--- config.mk ---
export PLATFORM = sky130hd
export DESIGN_NAME = melody_player
export DESIGN_NICKNAME = d
export VERILOG_FILES = /design/src/rtl/melody_player.sv
export SDC_FILE = /design/constraint.sdc
export NUM_CORES = 1
export LEC_CHECK = 0
export CORE_AREA = 2 2 98 90
export DETAILED_ROUTE_END_ITERATION = 10
export DIE_AREA = 0 0 100 92
export GPL_ROUTABILITY_DRIVEN = 0
export MAX_ROUTING_LAYER = met4
export PLACE_DENSITY_LB_ADDON = 0.1
export SYNTH_ARGS = -nofsm -noshare
export SYNTH_HDL_FRONTEND = slang
export SYNTH_SLANG_ARGS = --single-unit
export TNS_END_PERCENT = 50
--- constraint.sdc ---
create_clock -name clock -period 3.8 [get_ports clock]
set_input_delay 0.76 -clock clock [delete_from_list [all_inputs] [get_ports clock]]
set_output_delay 0.76 -clock clock [all_outputs]
set_load 0.005 [all_outputs]
--- src/rtl/melody_player.sv ---
// melody_player: plays an eight-note ROM melody as a square wave on tone_out.
// Define MELODY_PLAYER_ABORT_EN to add the abort input that ends playback early.
module melody_player #(
    parameter int CLK_HZ  = 50000000,
    parameter int NOTE_MS = 125,
    parameter int GAP_MS  = 10
) (
    input  logic       clock,
    input  logic       rst,
    input  logic       start,
    input  logic       loop,
`ifdef MELODY_PLAYER_ABORT_EN
    input  logic       abort,
`endif
    output logic       tone_out,
    output logic [2:0] note_idx,
    output logic       busy,
    output logic       done
);

    localparam logic [31:0] UNIT = 32'(CLK_HZ / 1000 * NOTE_MS);
    localparam logic [31:0] GAPC = 32'(CLK_HZ / 1000 * GAP_MS);

    typedef enum logic [1:0] {IDLE, PLAY, GAP, DONE} state_t;

    function automatic logic [25:0] half_of(input logic [2:0] idx);
        case (idx)
            3'd0:    half_of = 26'(CLK_HZ / (2 * 262));
            3'd1:    half_of = 26'(CLK_HZ / (2 * 294));
            3'd2:    half_of = 26'(CLK_HZ / (2 * 330));
            3'd3:    half_of = 26'(CLK_HZ / (2 * 349));
            3'd4:    half_of = 26'(CLK_HZ / (2 * 392));
            3'd5:    half_of = 26'(CLK_HZ / (2 * 440));
            3'd6:    half_of = 26'd0;
            default: half_of = 26'(CLK_HZ / (2 * 523));
        endcase
    endfunction

    function automatic logic [31:0] len_of(input logic [2:0] idx);
        case (idx)
            3'd6:    len_of = UNIT;
            3'd7:    len_of = UNIT << 2;
            default: len_of = UNIT << 1;
        endcase
    endfunction

    state_t      state, state_n;
    logic [31:0] dur_cnt, dur_n;
    logic [25:0] half_cnt, half_n;
    logic [25:0] half;
    logic [31:0] note_len;
    logic        tone_n, busy_n, done_n, adv;
    logic [2:0]  idx_n;

    assign half     = half_of(note_idx);
    assign note_len = len_of(note_idx);

    always_comb begin
        state_n = state;
        dur_n   = dur_cnt + 32'd1;
        half_n  = half_cnt;
        tone_n  = tone_out;
        idx_n   = note_idx;
        done_n  = 1'b0;
        adv     = 1'b0;
        case (state)
            IDLE: begin
                dur_n  = 32'd0;
                half_n = 26'd0;
                tone_n = 1'b0;
                if (start) begin
                    state_n = PLAY;
                    idx_n   = 3'd0;
                end
            end
            PLAY: begin
                // A rest has half == 0 and simply keeps tone_out at its entry value of 0.
                if (half != 26'd0) begin
                    if (half_cnt == half - 26'd1) begin
                        half_n = 26'd0;
                        tone_n = ~tone_out;
                    end else begin
                        half_n = half_cnt + 26'd1;
                    end
                end
                if (dur_cnt == note_len - 32'd1) begin
                    if (GAPC != 32'd0) begin
                        state_n = GAP;
                        dur_n   = 32'd0;
                        half_n  = 26'd0;
                        tone_n  = 1'b0;
                    end else begin
                        adv = 1'b1;
                    end
                end
            end
            GAP: begin
                tone_n = 1'b0;
                if (dur_cnt == GAPC - 32'd1) adv = 1'b1;
            end
            default: begin
                state_n = IDLE;
                dur_n   = 32'd0;
            end
        endcase

        if (adv) begin
            dur_n  = 32'd0;
            half_n = 26'd0;
            tone_n = 1'b0;
            if (note_idx != 3'd7) begin
                idx_n   = note_idx + 3'd1;
                state_n = PLAY;
            end else if (loop) begin
                idx_n   = 3'd0;
                state_n = PLAY;
            end else begin
                state_n = DONE;
                done_n  = 1'b1;
            end
        end

`ifdef MELODY_PLAYER_ABORT_EN
        if (abort && (state == PLAY || state == GAP)) begin
            state_n = DONE;
            done_n  = 1'b1;
            tone_n  = 1'b0;
            dur_n   = 32'd0;
            half_n  = 26'd0;
        end
`endif

        busy_n = (state_n == PLAY) || (state_n == GAP);
    end

    // Outputs are registered from their next-state values so they line up with state.
    always_ff @(posedge clock) begin
        if (rst) begin
            state    <= IDLE;
            dur_cnt  <= 32'd0;
            half_cnt <= 26'd0;
            tone_out <= 1'b0;
            note_idx <= 3'd0;
            busy     <= 1'b0;
            done     <= 1'b0;
        end else begin
            state    <= state_n;
            dur_cnt  <= dur_n;
            half_cnt <= half_n;
            tone_out <= tone_n;
            note_idx <= idx_n;
            busy     <= busy_n;
            done     <= done_n;
        end
    end

endmodule

* Yosys cells after proc, flatten, opt, wreduce, memory -nomap -nowiden *
Cells that the tools add are included.

word-level totals
  register bits after elaboration = 66
  bits of input ports = 4
  word-level logic and storage cells = 68
  output and inout bits = 6

cells by class
  equality and inequality tests = 17
  reductions and logical operators = 11
  mux-type cells = 26
  $add $sub $neg = 5
  bitwise gates (word level) = 2

operators with widths
  cell                                                                   count
  17-bit case mux with 7 select lines                                    1
  26-bit two-way mux                                                     3
  32-bit case mux with 2 select lines                                    1
  26-bit case mux with 2 select lines                                    1
  25-bit case mux with 2 select lines                                    1
  32-bit by 1-bit adder with 32-bit output (second input constant)       1
  32-bit by 19-bit == test with 1-bit output (second input constant)     1
  32-bit == test                                                         1
  32-bit two-way mux                                                     1
  32-bit by 1-bit subtractor with 32-bit output (second input constant)  1
  26-bit by 1-bit adder with 26-bit output (second input constant)       1
  26-bit == test                                                         1
  26-bit nonzero test                                                    1
  26-bit by 1-bit subtractor with 26-bit output (second input constant)  1
  3-bit two-way mux                                                      5
  3-bit == test (second input constant)                                  4
  2-bit two-way mux                                                      5
  3-bit inequality test (second input constant)                          3
  3-bit by 2-bit == test with 1-bit output (second input constant)       2
  1-bit two-way mux                                                      6
  2-bit case mux with 3 select lines                                     1
  2-bit by 1-bit == test with 1-bit output (second input constant)       2
  2-bit == test (second input constant)                                  2
  2-bit nonzero test                                                     2
  11 further kinds                                                       13

* Depth between registers and ports, before layout *
Gate-level depths: netlist of the first run.

  depth after elaboration = 9
  depth in mapped cells = 17
  depth with buffers taken out = 13

* Worst setup path after synthesis of the first run *
OpenSTA, ideal clock, no wires.

  kind = flip-flop to flip-flop
  from = reg note_idx[2]
  to = reg half_cnt[14]
  buffers on the path = 4
  library setup time = 0.122 ns
  cell stages (with the launch flop) = 17
  data arrival time = 3.660 ns
  required time = 3.678 ns
  slack = 0.018 ns
  period minus slack after synthesis = 3.782 ns
  cell sequence = dfxtp_1 > buf_2 > buf_2 > inv_1 > ha_1 > nor4_1 > buf_2 > nor2_1 > ha_1 > a31o_2 > a2111oi_1 > xnor2_1 > nor4_1 > and2_1 > buf_6 > nor2_4 > a221o_1

on the way
  cells in the longest elaborated chain, start to end = 8
  elaborated cells between the ends (all ways) = 21
  those cells by class = add/sub: 2; eq/ne: 10; mux: 6; reduce/logical: 3

RTL lines
  what                                           line    source
  start, declared                                16      output logic [2:0] note_idx,
  start signal, assigned                         151     note_idx <= idx_n;
  3-bit == test (tied with other cells)          27, 40
  17-bit case mux with 7 select lines            27      case (idx)
  26-bit by 1-bit subtractor with 26-bit output  79      if (half_cnt == half - 26'd1) begin
  26-bit == test                                 79
  26-bit two-way mux                             79
  26-bit two-way mux                             78      if (half != 26'd0) begin
  26-bit two-way mux                             86      if (dur_cnt == note_len - 32'd1) begin
  26-bit case mux with 2 select lines            66      case (state)
  end signal, assigned                           149     half_cnt <= half_n;
  end, declared                                  49      logic [25:0] half_cnt, half_n;

Several ways; a longest one is shown, not always the timed one. The select of a mux whose other input is x is not followed.
A chain may end at the register's enable or synchronous reset.

* Worst setup path after layout of the first run *
  from = reg note_idx[1]
  to = reg half_cnt[14]

Same word-level chain as after synthesis.

==> run_results.csv, run 1 <==
group,metric,value,unit
global_route,grt_max_degree,33,
power,p_sw,335,uW
layout,final_core_util,57.0,%
worst_setup_path,arrival,3820,ps
floorplanning,die_x,100,um
yosys,yosysWarnings,0,
cts,hold_buffers,0,
yosys,synth_edf_count,0,
flow_run,maxCapViolCount,0,
drt,wirelength,10400,um
yosys,syn_inst,547,
worst_setup_path,crit_path_max_fanout,8,
yosys,ys_async_sr_fraction,0,%
cts,clk_root_buffer_cell,"clkbuf_8",
worst_setup_path,cp.required,4040,ps
timing,fmax,279,MHz
layout,n_fill_cell,789,
cts,cts_resized,0,
power,p_int,1.12,mW
yosys,synth_top_area_cell,"dfxtp_1",
yosys,yosys-top-cells-area,"dfxtp_1 31%, nor2_1 6.2%, xnor2_1 4.9%",
timing,holdWs,470,ps
timing,relSlewSlack,38.7,%
floorplanning,start_util,51.7,%
cts,cts_buffers,9,
floorplanning,ios,10,
timing,fin_crit_sh,94.2,%
cts,clock_latency,350,ps
timing,setup_ws,222,ps
global_route,grt_use_total,24.3,%
yosys,syn_nets,564,
global_route,busiest_layer,"met2",
timing,hold_viol_final,0,
placed_design,numPortBuffers,9,
layout,syn_to_final_growth,10.2,%
worst_setup_path,crit_family,"simple AND/OR/NAND/NOR gates",
timing,drv_slew,0,
placed_design,placed_cells,644,
power,p_leak,1.58,nW
power,power.density,306,nW/um2
layout,drive_gt1_share,9.50,%
worst_setup_path,slowest_stage,"dfxtp_1",
worst_setup_path,start_kind,"flip-flop",
global_route,grtUsageMet3,5.41,%
floorplanning,fp.coreArea,8330,um2
power,p_sw_share,23.1,%
worst_setup_path,critPathBufInv,1,
run_status,status,"completed",
worst_setup_path,criticalPathCategory,"reg2reg",
cts,cts_tree,"built",
drt,ant_nets,0,
layout,final-instance-count-excl-fill,660,
power,finalPower,1.45,mW
min_path,hp-class,"reg2reg",
floorplanning,die_h,92,um
cts,cts_setup_buffers,0,
layout,finalNetCount,570,
cts,clk_pin_slew_worst_paths,80,ps
placed_design,place_ws,109,ps
worst_setup_path,slowest_delay,490,ps
worst_setup_path,endpoint_kind,"flip-flop",
timing,finalSetupViolations,0,
yosys,synth_top_area_share,30.7,%
cts,clk_path_buf_depth,2,
yosys,ys_seq_area_share,30.7,%
timing,fin_crit,3580,ps
power,clockPowerShare,46.6,%
yosys,syn-cell-area,4310,um2
global_route,grtUsageMet2,39.5,%
power,comb_power_share,5.2,%
layout,fin_area,4750,um2
drt,drt_iter0_drc,239,
yosys,synth_flop_cell,"dfxtp_1",
yosys,yosysUniqueCellTypes,69,
timing,worst_slew_pin_slew,920,ps
yosys,syn-mean-instance-area,7.88,um2
drt,via_per_inst,6.01,
worst_setup_path,crit_chain,"inv_1 -> ha_1 -> nor4_2 -> nor2_1 -> ha_1 -> xnor2_1 -> or3_1 -> nand3_1 -> a2111o_1 -> nor4_2 -> and2_2 -> nor2_4 -> a221o_1",
global_route,grt_pass1_vias,3690,
cts,h-tree-depth,3,
floorplanning,rows,32,
global_route,antenna_found_initial,0,
placed_design,dpl_cell_area,4500,um2
timing,tns,0,ps
power,peakVddDrop,0.161,mV
placed_design,dp_hpwl,7540,um
yosys,synth-seq-cells,66,
drt,wl_per_cell,15.7,um
drt,drtPass1Iterations,5,
layout,diodes,0,
global_route,grt_pass1_wl,17600,um
floorplanning,die_area,9200,um2
global_route,use_met1,29.1,%
drt,drc,0,
timing,fin_skew,9.86,ps
power,seqPwrFrac,48.2,%
cts,cts.sink_count,66,
drt,via_count,3969,
global_route,gr-total-overflow,0,
[state kept, by name, indices dropped and copies added, names as in the netlist]
| name | count |
|---|---|
| busy | 1 |
| state | 2 |
| note_idx | 3 |
| tone_out | 1 |
| done | 1 |
| half_cnt | 26 |
| dur_cnt | 32 |
[power groups by stage]
stage          clock network (mW)  logic (mW)  registers, mW
2_1_floorplan                   0      0.0519          0.716
3_3_place_gp                    0      0.0739          0.716
3_5_place_dp                    0      0.0743          0.716
4_1_cts                     0.692      0.0744          0.700
5_1_grt                     0.726      0.0837          0.701
6_report                    0.677      0.0750          0.700
[cells in the final DEF (no fill, tap or decap), drive strengths merged, types with 5 or more instances in the layout]
| master | netlist | routed |
|---|---|---|
| a21oi | 15 | 15 |
| a221o | 5 | 5 |
| a31oi | 10 | 10 |
| and2 | 7 | 7 |
| and3 | 16 | 16 |
| buf | 12 | 15 |
| clkbuf | 17 | 11 |
| clkdlybuf4s50 | 0 | 9 |
| dfxtp | 66 | 66 |
| ha | 13 | 13 |
| inv | 18 | 19 |
| mux2i | 9 | 9 |
| nand2 | 51 | 51 |
| nand2b | 10 | 10 |
| nand3 | 29 | 29 |
| nand4 | 16 | 16 |
| nor2 | 72 | 72 |
| nor2b | 7 | 7 |
| nor3 | 25 | 25 |
| nor4 | 17 | 17 |
| o21ai | 13 | 13 |
| o31ai | 6 | 6 |
| xnor2 | 24 | 24 |
| xor2 | 19 | 19 |
[path summary, 6_finish.rpt]
| path | from | cells past startpoint | slack [ps] | to |
|---|---|---|---|---|
| hold reg to reg | dur_cnt[0] | 1 | 470 | dur_cnt[0] |
| hold / removal | dur_cnt[0] | 1 | 470 | dur_cnt[0] |
| setup reg to reg | note_idx[1] | 13 | 220 | half_cnt[14] |
| setup / recovery | note_idx[1] | 13 | 220 | half_cnt[14] |
[final cells by class]
class	count	area [um2]	share of cell area [%]
Tap cell	102	128	2.69
Sequential cell	66	1320	27.9
Clock buffer	11	141	2.98
Inverter	18	67.6	1.42
Timing Repair Buffer	24	203	4.27
Multi-Input combinational cell	434	2800	59.0
Clock inverter	5	85.1	1.79
[metal layers]
metal  part of all wire (%)  wire, um
met1                     43      4490
met5                      0         0
met2                     49      5060
met4                    2.7       285
met3                    5.1       534
[synth_stat cells, drive strengths merged, types with 4 or more instances]
master  number
a211oi       4
a21oi       15
a221o        5
a31oi       10
and2         7
and3        16
and4         4
buf         12
clkbuf      17
dfxtp       66
ha          13
inv         18
mux2i        9
nand2       51
nand2b      10
nand3       29
nand4       16
nor2        72
nor2b        7
nor3        25
nor4        17
nor4b        4
o21ai       13
o31ai        6
xnor2       24
xor2        19
[kinds of logic (layout without fill, tap and decap cells)]
group                      count (synthesis)  in the layout  synth area share (%)
adders and majority gates                 13             13                  3.78
muxes                                     10             10                  2.35
and+or+nand+nor                          274            274                  33.7
xor gates and xnor gates                  43             43                  8.74
buffers and inverters                     47             58                  4.68
DFF                                       66             66                  30.7
AOI/OAI and AO/OA                         94             94                  16.1
No activity file was read; power rests on OpenSTA's default activity.
==> run 2: changes to the inputs <==
--- a/config.mk
+++ b/config.mk
@@ -10,7 +10,7 @@
 export DIE_AREA = 0 0 100 92
 export GPL_ROUTABILITY_DRIVEN = 0
 export MAX_ROUTING_LAYER = met4
-export PLACE_DENSITY_LB_ADDON = 0.1
+export PLACE_DENSITY_LB_ADDON = 0.08
 export SYNTH_ARGS = -nofsm -noshare
 export SYNTH_HDL_FRONTEND = slang
 export SYNTH_SLANG_ARGS = --single-unit
==> run_results.csv, run 2 (synthesized netlist as in run 1, its figures left out) <==
group,metric,value,unit
run_status,status,"completed",
min_path,hold_path_depth,1,
floorplanning,fp.coreArea,8330,um2
floorplanning,die_h,92,um
worst_setup_path,crit-reg2reg-launch,"note_idx[0]",
layout,multiInputGateArea,2810,um2
power,p_leak,1.56,nW
drt,routed-wl-met2,5020,um
cts,cts_buffers,9,
layout,final_common_cell,"nor2_1",
layout,finalNetCount,570,
global_route,grt_max_degree,33,
worst_setup_path,arrival,3690,ps
global_route,grt_use_total,24.8,%
worst_setup_path,crit_path_max_fanout,15,
worst_setup_path,reg2reg_depth,14,
drt,drt_iter0_drc,194,
cts,clk_root_buffer_cell,"clkbuf_8",
worst_setup_path,slowest_delay,400,ps
layout,n_fill_cell,811,
floorplanning,die_area,9200,um2
cts,clk_path_buf_depth,2,
layout,largest_reg_flops,32,
timing,fin_crit_sh,90.7,%
floorplanning,rows,32,
drt,wl_met1,4810,um
worst_setup_path,endpoint_kind,"flip-flop",
cts,cts_tree,"built",
global_route,gr-total-overflow,0,
timing,relSlewSlack,55.2,%
min_path,min_from,"dur_cnt[0]",
layout,final-instance-count-excl-fill,660,
drt,wl_met3,412,um
drt,ant_nets,0,
layout,largestRegisters,"dur_cnt: 32 flops, half_cnt: 26 flops, note_idx: 3 flops",
timing,setup_ws,355,ps
timing,rsz0062_at_grt,"false",
worst_setup_path,crit_chain,"inv_1 -> ha_1 -> nor4_2 -> nor2_1 -> ha_1 -> xnor2_1 -> or3_1 -> nand3_1 -> a2111o_1 -> nor4_2 -> nand2_1 -> buf_4 -> a31oi_1 -> o2bb2ai_1",
timing,fin_crit,3440,ps
drt,drtPass1Iterations,5,
cts,h-tree-depth,3,
power,power.density,293,nW/um2
drt,maxUsedRoutingLayer,"met4",
worst_setup_path,start_kind,"flip-flop",
drt,via_per_inst,6.00,
worst_setup_path,startpoint,"note_idx[0]",
timing,fin_skew,10.7,ps
floorplanning,start_util,51.7,%
cts,cts.sink_count,66,
placed_design,dp_hpwl,7680,um
timing,hold_viol_final,0,
global_route,grt_pass1_vias,3702,
placed_design,placed_cells,644,
layout,syn_to_final_growth,9.67,%
worst_setup_path,criticalPathCategory,"reg2reg",
global_route,antenna_found_initial,0,
timing,holdWs,469,ps
min_path,hp-class,"reg2reg",
timing,worst_slew_pin_slew,670,ps
worst_setup_path,cp.required,4040,ps
worst_setup_path,slowest_stage,"a2111o_1",
drt,wl_per_cell,16.0,um
layout,diodes,0,
timing,drv_slew,0,
timing,finalSetupViolations,0,
global_route,grt_pass1_wl,17900,um
drt,drc,0,
layout,drive_gt1_share,9.68,%
timing,fmax,290,MHz
drt,wirelength,10600,um
timing,tns,0,ps
layout,mostFrequentLayoutCells,"71 x nor2_1, 66 x dfxtp_1, 50 x nand2_1, 29 x nand3_1, 24 x xnor2_1",
floorplanning,die_x,100,um
cts,clock_latency,350,ps
flow_run,maxCapViolCount,0,
layout,top_register,"dur_cnt",
drt,via_count,3958,
floorplanning,ios,10,
power,peakVddDrop,0.173,mV
cts,clk_pin_slew_worst_paths,80,ps
layout,seq_area,1320,um2
placed_design,numPortBuffers,9,
placed_design,place_ws,230,ps
run 2: worst paths after layout:
| path | to | slack [ps] |
|---|---|---|
| min | dur_cnt[0] | 470 |
| min reg2reg | dur_cnt[0] | 470 |
| max reg2reg | half_cnt[10] | 360 |
| max | half_cnt[10] | 360 |
run 2: timing repair:
| item | in CTS | in global routing |
|---|---|---|
| hold buffers | 0 | 0 |
| gates resized for setup | 0 | 4 |
| setup endpoints to repair | 0 | 23 |
| buffers inserted | 0 | 0 |
run 2: power breakdown:
group | leakage, nW | switching [mW] | total [mW] | internal (mW)
sequential | 0.532 | 0.00441 | 0.700 | 0.696
clock | 0.0962 | 0.301 | 0.608 | 0.307
combinational | 0.935 | 0.0459 | 0.0752 | 0.0293
total | 1.56 | 0.351 | 1.38 | 1.03
run 2: routing by layer:
| layer | global-route usage, % | up-vias |
|---|---|---|
| met4 | 11.8 | 0 |
| met3 | 4.34 | 29 |
| met1 | 31.9 | 1825 |
| met2 | 38.0 | 105 |
| met5 | - | - |
| li1 | - | 1999 |
run 2: area by class of cell:
cell class | count | area share (%)
clock buffer | 9 | 2.62
clock inverter | 7 | 1.62
inverter | 18 | 1.43
multi-input combinational | 434 | 59.4
sequential | 66 | 28.0
tap | 102 | 2.70
timing repair buffer | 24 | 4.29
run 2: critical path: cells and delay by family (launching register included):
kind / cells / cell delay, ps
DFF: 1 / 390
buffers and inverters: 2 / 340
adders and majority gates: 2 / 530
AOI/OAI and AO/OA: 3 / 670
xor gates and xnor gates: 1 / 180
and+or+nand+nor: 6 / 1230
run 2: metrics by stage:
step	utilization, %	cell area, um2	power [mW]
after floorplan	-	4310	0.767
final	56.7	4720	1.38
after CTS	56.5	4700	1.40
after detailed placement	54.1	4500	0.791
after global routing	56.7	4720	1.44
after global placement	54.1	4500	0.790
==> run 3: changes to the inputs <==
--- a/config.mk
+++ b/config.mk
@@ -9,6 +9,7 @@
 export DETAILED_ROUTE_END_ITERATION = 10
 export DIE_AREA = 0 0 100 92
 export GPL_ROUTABILITY_DRIVEN = 0
+export GPL_TIMING_DRIVEN = 0
 export MAX_ROUTING_LAYER = met4
 export PLACE_DENSITY_LB_ADDON = 0.08
 export SYNTH_ARGS = -nofsm -noshare
==> constraint.sdc (replaced) <==
create_clock -name clock -period 4.03 [get_ports clock]
set_input_delay 0.806 -clock clock [delete_from_list [all_inputs] [get_ports clock]]
set_output_delay 0.806 -clock clock [all_outputs]
set_load 0.005 [all_outputs]
==> run_results.csv, run 3 (synthesized netlist as in run 1, its figures left out) <==
group,metric,value,unit
layout,mostFrequentLayoutCells,"71 x nor2_1, 63 x dfxtp_1, 50 x nand2_1, 29 x nand3_1, 24 x xnor2_1",
global_route,grt_max_degree,16,
timing,setup_ws,216,ps
global_route,gr-total-overflow,0,
drt,ant_nets,0,
layout,syn_to_final_growth,11.4,%
drt,via_count,4159,
worst_setup_path,slowest_stage,"a2111o_1",
worst_setup_path,critPathBufInv,4,
drt,via_per_inst,6.17,
cts,hold_buffers,0,
cts,clk_path_buf_depth,2,
layout,fin_area,4800,um2
layout,largest_reg_flops,32,
worst_setup_path,crit_chain,"inv_1 -> ha_1 -> buf_2 -> nor4_4 -> buf_4 -> nor2_1 -> ha_1 -> xnor2_1 -> or3_1 -> nand3_1 -> a2111o_1 -> nor4_4 -> and2_1 -> buf_6 -> nor2_4 -> a221o_1",
layout,drive_gt1_share,9.97,%
timing,fin_crit,3810,ps
placed_design,place_ws,-645,ps
layout,finalNetCount,584,
floorplanning,die_area,9200,um2
timing,drv_slew,0,
flow_run,maxCapViolCount,0,
min_path,hp-class,"reg2reg",
cts,h-tree-depth,3,
worst_setup_path,crit_family,"simple AND/OR/NAND/NOR gates",
cts,clk_root_buffer_cell,"clkbuf_8",
layout,final_common_cell,"nor2_1",
global_route,grt_pass1_vias,3861,
timing,relSlewSlack,48.8,%
run_status,status,"completed",
cts,clk_pin_slew_worst_paths,80,ps
worst_setup_path,arrival,4060,ps
cts,cts_tree,"built",
floorplanning,rows,32,
drt,wl_per_cell,16.3,um
worst_setup_path,reg2reg_depth,16,
cts,clock_latency,360,ps
cts,cts.sink_count,66,
worst_setup_path,crit_cells,16,
layout,largestRegisters,"dur_cnt: 32 flops, half_cnt: 26 flops, note_idx: 3 flops",
worst_setup_path,crit_path_max_fanout,10,
worst_setup_path,start_kind,"flip-flop",
drt,drt_iter0_drc,221,
layout,diodes,0,
worst_setup_path,cp-endpoint,"half_cnt[15]",
worst_setup_path,slowest_delay,440,ps
worst_setup_path,criticalPathCategory,"reg2reg",
power,peakVddDrop,0.149,mV
worst_setup_path,crit-reg2reg-launch,"note_idx[0]",
worst_setup_path,startpoint,"note_idx[0]",
power,power.density,275,nW/um2
layout,top_register,"dur_cnt",
global_route,grt_use_total,26.2,%
timing,fin_skew,10.4,ps
global_route,antenna_found_initial,0,
drt,drtPass1Iterations,5,
worst_setup_path,r2r-end,"half_cnt[15]",
layout,final_core_util,57.6,%
timing,finalSetupViolations,0,
global_route,grt_pass1_wl,18800,um
placed_design,dp_hpwl,8190,um
timing,hold_viol_final,0,
timing,fin_crit_sh,94.6,%
drt,wirelength,11000,um
drt,drc,0,
worst_setup_path,endpoint_kind,"flip-flop",
placed_design,dpl_cell_area,4520,um2
floorplanning,fp.coreArea,8330,um2
cts,cts_buffers,9,
timing,worst_slew_pin_slew,765,ps
timing,fmax,262,MHz
placed_design,numPortBuffers,8,
floorplanning,start_util,51.7,%
timing,holdWs,469,ps
power,p_leak,1.60,nW
floorplanning,die_x,100,um
worst_setup_path,cp.required,4280,ps
worst_setup_path,ff2ff_setup_slack,220,ps
floorplanning,ios,10,
floorplanning,die_h,92,um
run 3: cell count changes in the layout (fill, tap and decap cells not counted), moves of 3 or more:
cell,previous run,this run
clkbuf_2,0,3
buf_4,15,4
dfxtp_1,66,63
clkbuf_1,0,13
buf_2,0,6
run 3: how the worst min path moves through the flow:
stage	slack (ps)	start	endpoint	cells after the start
detailed placement	450	dur_cnt[0]	dur_cnt[0]	1
CTS	470	dur_cnt[0]	dur_cnt[0]	1
floorplan	430	dur_cnt[0]	dur_cnt[0]	1
global placement	440	dur_cnt[0]	dur_cnt[0]	1
finish	470	dur_cnt[0]	dur_cnt[0]	1
global route	500	dur_cnt[0]	dur_cnt[0]	1
run 3: worst register-to-register path, cell delays in order, from the launching register on:
cell and delay, ps:
dfxtp_2 430, inv_1 90, ha_1 270, buf_2 220
nor4_4 340, buf_4 220, nor2_1 60, ha_1 270
xnor2_1 180, or3_1 130, nand3_1 90, a2111o_1 440
nor4_4 230, and2_1 200, buf_6 140, nor2_4 70
a221o_1 330
run 3: stage by stage:
step / total power [mW] / cells / setup TNS, ps
after floorplan: 0.724 / 547 / 0
after global placement: 0.747 / 657 / -13290
after detailed placement: 0.748 / 657 / -14020
after CTS: 1.33 / 672 / 0
after global routing: 1.37 / 674 / -126
final: 1.32 / 674 / 0
run 3: repair_timing:
| item | CTS | global route |
|---|---|---|
| resized for setup | 11 | 9 |
| endpoints found under the setup margin | 26 | 26 |
| setup buffers | 0 | 2 |
| pin swaps | 0 | 2 |
run 3: per-layer routing:
metal | part of all wire [%] | vias up | track usage (%)
li1 | - | 2032 | -
met1 | 44 | 1941 | 33.0
met2 | 47 | 155 | 41.6
met3 | 5.8 | 31 | 4.95
met4 | 3.0 | 0 | 10.2
met5 | 0 | - | -
run 3: final cells by class:
type	count	area, um2
flip-flops and latches	66	1330
fillers	808	3530
inverters	18	67.6
multi-input cells	434	2840
plain buffers	28	139
repair buffers	10	95.1
clock inverters	7	77.6
clock buffers	9	124
well taps	102	128
run 3: report_power, final:
part | total (mW) | switching, mW | leakage (nW) | internal, mW
logic | 0.0733 | 0.0466 | 0.965 | 0.0267
clock network | 0.584 | 0.292 | 0.105 | 0.292
registers | 0.659 | 0.00413 | 0.534 | 0.655
total | 1.32 | 0.343 | 1.60 | 0.974
